**src/rtl/imem_boot_loader.sv**
```systemverilog
// Byte-serial instruction memory loader: parses A5/LEN/payload/checksum frames and holds the CPU in reset until a good load.
// Optional inter-byte timeout is enabled by defining LOADER_TIMEOUT_EN.
module imem_boot_loader #(
    parameter int ADDR_W  = 8,
    parameter int DEPTH   = 256,
    parameter int TIMEOUT = 1000
) (
    input  logic              clk,
    input  logic              rst,
    input  logic              rx_valid,
    input  logic [7:0]        rx_data,
    output logic              rx_ready,
    output logic              mem_we,
    output logic [ADDR_W-1:0] mem_addr,
    output logic [31:0]       mem_wdata,
    output logic              cpu_rst,
    output logic              done,
    output logic              err,
    output logic [1:0]        err_code
);

    typedef enum logic [2:0] {
        S_IDLE, S_LEN_HI, S_LEN_LO, S_DATA, S_CSUM, S_DONE, S_ERR
    } state_t;

    localparam logic [7:0]  SYNC    = 8'hA5;
    localparam logic [16:0] DEPTH_L = 17'(DEPTH);

    state_t      state, state_nxt;
    logic [1:0]  code_nxt;
    logic        accept;
    logic [15:0] len, len_full;
    logic [15:0] word_idx;
    logic [1:0]  byte_cnt;
    logic [23:0] asm_q;
    logic [7:0]  csum;

`ifdef LOADER_TIMEOUT_EN
    localparam int              TMR_W    = $clog2(TIMEOUT + 1);
    localparam logic [TMR_W-1:0] TMR_LAST = TMR_W'(TIMEOUT - 1);
    logic [TMR_W-1:0] tmr;
    logic             mid;
    assign mid = (state == S_LEN_HI) || (state == S_LEN_LO) ||
                 (state == S_DATA)   || (state == S_CSUM);
`else
    logic unused_timeout;
    assign unused_timeout = (TIMEOUT != 0);
`endif

    always_comb begin
        state_nxt = state;
        code_nxt  = err_code;
        rx_ready  = (state != S_DONE);
        done      = (state == S_DONE);
        err       = (state == S_ERR);
        cpu_rst   = (state != S_DONE);
        accept    = rx_valid && rx_ready;
        len_full  = {len[15:8], rx_data};
        case (state)
            S_IDLE:   if (accept && rx_data == SYNC) state_nxt = S_LEN_HI;
            S_LEN_HI: if (accept) state_nxt = S_LEN_LO;
            S_LEN_LO: if (accept) begin
                if ({1'b0, len_full} > DEPTH_L) begin
                    state_nxt = S_ERR;
                    code_nxt  = 2'b01;
                end else if (len_full == 16'd0) begin
                    state_nxt = S_CSUM;
                end else begin
                    state_nxt = S_DATA;
                end
            end
            // Last byte of the final word hands off to the checksum byte
            S_DATA:   if (accept && byte_cnt == 2'd3 && 16'(word_idx + 16'd1) == len)
                          state_nxt = S_CSUM;
            S_CSUM:   if (accept) begin
                if (rx_data == csum) begin
                    state_nxt = S_DONE;
                end else begin
                    state_nxt = S_ERR;
                    code_nxt  = 2'b10;
                end
            end
            S_ERR:    if (accept && rx_data == SYNC) begin
                state_nxt = S_LEN_HI;
                code_nxt  = 2'b00;
            end
            default:  state_nxt = state;
        endcase
`ifdef LOADER_TIMEOUT_EN
        if (mid && !accept && tmr == TMR_LAST) begin
            state_nxt = S_ERR;
            code_nxt  = 2'b11;
        end
`endif
    end

    always_ff @(posedge clk or negedge rst) begin
        if (!rst) begin
            state     <= S_IDLE;
            err_code  <= 2'b00;
            len       <= 16'd0;
            word_idx  <= 16'd0;
            byte_cnt  <= 2'd0;
            asm_q     <= 24'd0;
            csum      <= 8'd0;
            mem_we    <= 1'b0;
            mem_addr  <= '0;
            mem_wdata <= 32'd0;
        end else begin
            state    <= state_nxt;
            err_code <= code_nxt;
            mem_we   <= 1'b0;
            if (accept) begin
                case (state)
                    S_IDLE, S_ERR: if (rx_data == SYNC) begin
                        word_idx <= 16'd0;
                        byte_cnt <= 2'd0;
                        csum     <= 8'd0;
                    end
                    S_LEN_HI: len[15:8] <= rx_data;
                    S_LEN_LO: len <= len_full;
                    S_DATA: begin
                        asm_q    <= {asm_q[15:0], rx_data};
                        csum     <= csum ^ rx_data;
                        byte_cnt <= byte_cnt + 2'd1;
                        if (byte_cnt == 2'd3) begin
                            mem_we    <= 1'b1;
                            mem_addr  <= word_idx[ADDR_W-1:0];
                            mem_wdata <= {asm_q, rx_data};
                            word_idx  <= word_idx + 16'd1;
                        end
                    end
                    default: ;
                endcase
            end
        end
    end

`ifdef LOADER_TIMEOUT_EN
    // Idle gap counter; only runs while a frame is partially received
    always_ff @(posedge clk or negedge rst) begin
        if (!rst) begin
            tmr <= '0;
        end else if (accept) begin
            tmr <= '0;
        end else if (mid) begin
            tmr <= tmr + 1'b1;
        end
    end
`endif

endmodule

```
**config.mk**
```make
export PLATFORM = sky130hd
export DESIGN_NAME = imem_boot_loader
export DESIGN_NICKNAME = d
export VERILOG_FILES = /design/src/rtl/imem_boot_loader.sv
export SDC_FILE = /design/constraint.sdc
export NUM_CORES = 1
export LEC_CHECK = 0
export ABC_AREA = 1
export CORE_MARGIN = 1
export CORE_UTILIZATION = 56
export DETAILED_ROUTE_END_ITERATION = 6
export MAX_ROUTING_LAYER = met4
export PLACE_DENSITY = 0.85
export SYNTH_ARGS = -nofsm -noshare
export SYNTH_HDL_FRONTEND = slang
export SYNTH_SLANG_ARGS = --single-unit
```
**constraint.sdc**
```tcl
create_clock -name clk -period 2.7 [get_ports clk]
set_clock_uncertainty 0.2 [all_clocks]
set_input_delay 0.81 -clock clk [delete_from_list [all_inputs] [get_ports clk]]
set_output_delay 0.81 -clock clk [all_outputs]
set_load 0.005 [all_outputs]
```
==> metrics.txt <==
remaining antenna violation count=0; max incr delay on CP=500 ps; P&R area growth vs syn=20.9%; Iteration-0 DRC Markers=311; total grt overflow=0; leading area contributor after synthesis=dfrtp_1; final period utilization=98.0%; Power Density=892 mW/mm2; CTS Buffer Depth=2; Post-synth ARST share=100%; CTS sink cnt=112; worst-margin pin slew=759 ps; Num CTS Buffers=9; Post-synth EDFFs=0; count of final hold-check violations=0; vias in the first global route=4451; Placed Cells incl. Taps=797; Residual DRC=0; clk root buf=clkbuf_8; CP startpoint kind=register; share of the synthesized area in the top cell type=53.3%; Synth Area in Compound Gates=11.3%; gr usage total=28.3%; Post-CTS Setup Inserts=0; synth unique cells=38; worst path cell trace=nor2_2, nand2_1, inv_1, clkdlybuf4s50_1; diode count=0; Total Nets Final=713; fin. max-slew vios=0; largest family of logic cells by synthesized area=simple AND/OR/NAND/NOR gates; layout cells sized above 1=10.6%; Worst-Skew Late Latency=360 ps; TritonCTS clock tree=done; Synth Area in XOR/XNOR=3.05%; non-filler cells, final=813; critical path peak fanout=7; register area share after synthesis=53.3%; CP Class=register to primary output; core box area=0.00889 mm2; largest net degree at the start of global routing=45; Placer Congestion=0.883; Die Y=98.9 um; status=finished, final reports clean; Via Count=4456; slowest stage cell, crit path=clkdlybuf4s50_1; Static Leakage=0.00304 uW; Routed WL=12300 um; Setup WS pre-CTS=-117 ps; CP Data Required Time=1690 ps; crit path DAT=1640 ps; Die Wd=98.9 um; Worst slew margin=49.4%; setup violators final=0; VDD IR max=0.540 mV; predominant post-synthesis flop cell=dfrtp_1; #FFs+latches synth=112; RSZ-0062 raised after global routing=yes; Simple-Gate Fraction of Synth Area=24.2%; Routed WL per cell=15.2 um; cells after synthesis=623; top post-synthesis cells by area=dfrtp_1 53%, nand2_1 14%, inv_1 4.9%, o21ai_0 4.7%, o21ai_1 4.1%; # rows=34; Fmax=378 MHz; Starting Density=59.1%; footprint of the multi-input gates=0.00206 mm2; DRT Pass-1 Iters=5; Fillers=660; Syn Nets=636; Die Area=0.00978 mm2; final setup margin=54.6 ps; CTS clk-pin slew, worst paths=120 ps; initial antenna violation count=0; CP Capture Type=primary output; port buffer count=57; vias per cell=5.48; DPL Wire Length=8930 um; Max Cap Viol=0; syn_area_per_cell=8.44 um2; register area=0.00281 mm2; Synth Warn #=0; Hold WC Path Type=primary input to async pin; Min Hold Slack=154 ps; Final min period=2650 ps; Post-Syn Area=0.00526 mm2; Adder-Cell Fraction of Synth Area=0.476%; mux cell area share after synthesis=0.190%; commonest non-fill, non-tap cell in the layout=nand2_1; Top Ports=58; commonest cells after routing, fill and taps aside=191 x nand2_1, 110 x dfrtp_1, 68 x inv_1, 56 x clkdlybuf4s50_1, 49 x o21ai_0; H-tree depth=3; global-route wire length before repair=21000 um
## metal layers
| layer | vias up | wire length, um | GRT usage [%] |
|---|---|---|---|
| met5 | - | 0 | - |
| met4 | 0 | 356 | 12.2 |
| met3 | 34 | 685 | 3.69 |
| met2 | 158 | 6110 | 46.4 |
| met1 | 2105 | 5160 | 35.5 |
| li1 | 2159 | - | - |
## logic make-up after synthesis
group	Yosys count
compound gates	110
fa+ha+maj	2
simple gates	286
flops	112
xor+xnor	15
mux	1
buf+inv	97
## path summary, 6_finish.rpt
| kind | startpoint | slack [ps] | depth (start not counted) | endpoint |
|---|---|---|---|---|
| max in group asynchronous | rst | 1560 | 2 | len[0]$_DFFE_PN0P_ |
| min in group clk | mem_wdata[27]$_DFFE_PN0P_ | 280 | 2 | mem_wdata[27]$_DFFE_PN0P_ |
| worst max-delay path | state[0]$_DFFE_PN0P_ | 50 | 4 | err |
| worst min register to register | mem_wdata[27]$_DFFE_PN0P_ | 280 | 2 | mem_wdata[27]$_DFFE_PN0P_ |
| worst min-delay path | rst | 150 | 1 | mem_addr[1]$_DFFE_PN0P_ |
| worst max register to register | word_idx[0]$_DFFE_PN0P_ | 240 | 16 | state[0]$_DFFE_PN0P_ |
## synth_stat cells, types with 4 or more instances
cell type / n
dfrtp_1: 112
nand2_1: 191
nand3_1: 30
o21ai_0: 49
nand3b_1: 5
xor2_1: 7
nor2_2: 7
clkbuf_1: 5
inv_1: 69
a32o_1: 4
o22ai_1: 5
inv_2: 8
nand4_1: 10
o21ai_1: 43
buf_2: 11
nor2_1: 27
xnor2_1: 6
## stage by stage
stage / setup TNS (ps) / util [%] / power (uW) / area, um2
final: 0 / 71.5 / 5670 / 6360
after global routing: -16.2 / 71.5 / 6060 / 6360
after CTS: 0 / 71.4 / 5670 / 6350
after detailed placement: -908 / 68.9 / 4520 / 6120
after global placement: -360 / 68.9 / 4400 / 6120
after floorplan: 0 / - / 3700 / 5260
## repair_timing
action	4_1_cts	5_1_grt
endpoints found under the setup margin	0	4
resized for setup	0	4
hold buffers	0	0
## state kept, by name, summed over array words and instances, names as in the netlist
name and flops:
mem_we 1, state 3, byte_cnt 2, mem_wdata 32
asm_q 24, err_code 2, len 16, csum 8
mem_addr 8, word_idx 16
## where the power goes
part / leakage, uW / total, uW / switching [uW] / internal (uW)
Clock: 0.000116 / 1140 / 596 / 540
Sequential: 0.00146 / 2630 / 387 / 2240
Combinational: 0.00147 / 1910 / 1020 / 893
## area by class of cell
| cell class | count | area share [%] |
|---|---|---|
| Sequential cell | 112 | 44.1 |
| Multi-Input combinational cell | 414 | 32.5 |
| Timing Repair Buffer | 86 | 13.1 |
| Inverter | 77 | 4.55 |
| Tap cell | 108 | 2.13 |
| Clock buffer | 10 | 2.01 |
| Clock inverter | 6 | 1.59 |
## worst max-delay path, delay by kind of cell (launching register included)
kind,cells,cell delay [ps]
buffers and inverters,2,570
AND/OR/NAND/NOR,2,230
flip-flops,1,470
Power figures use the tool's default switching activity.
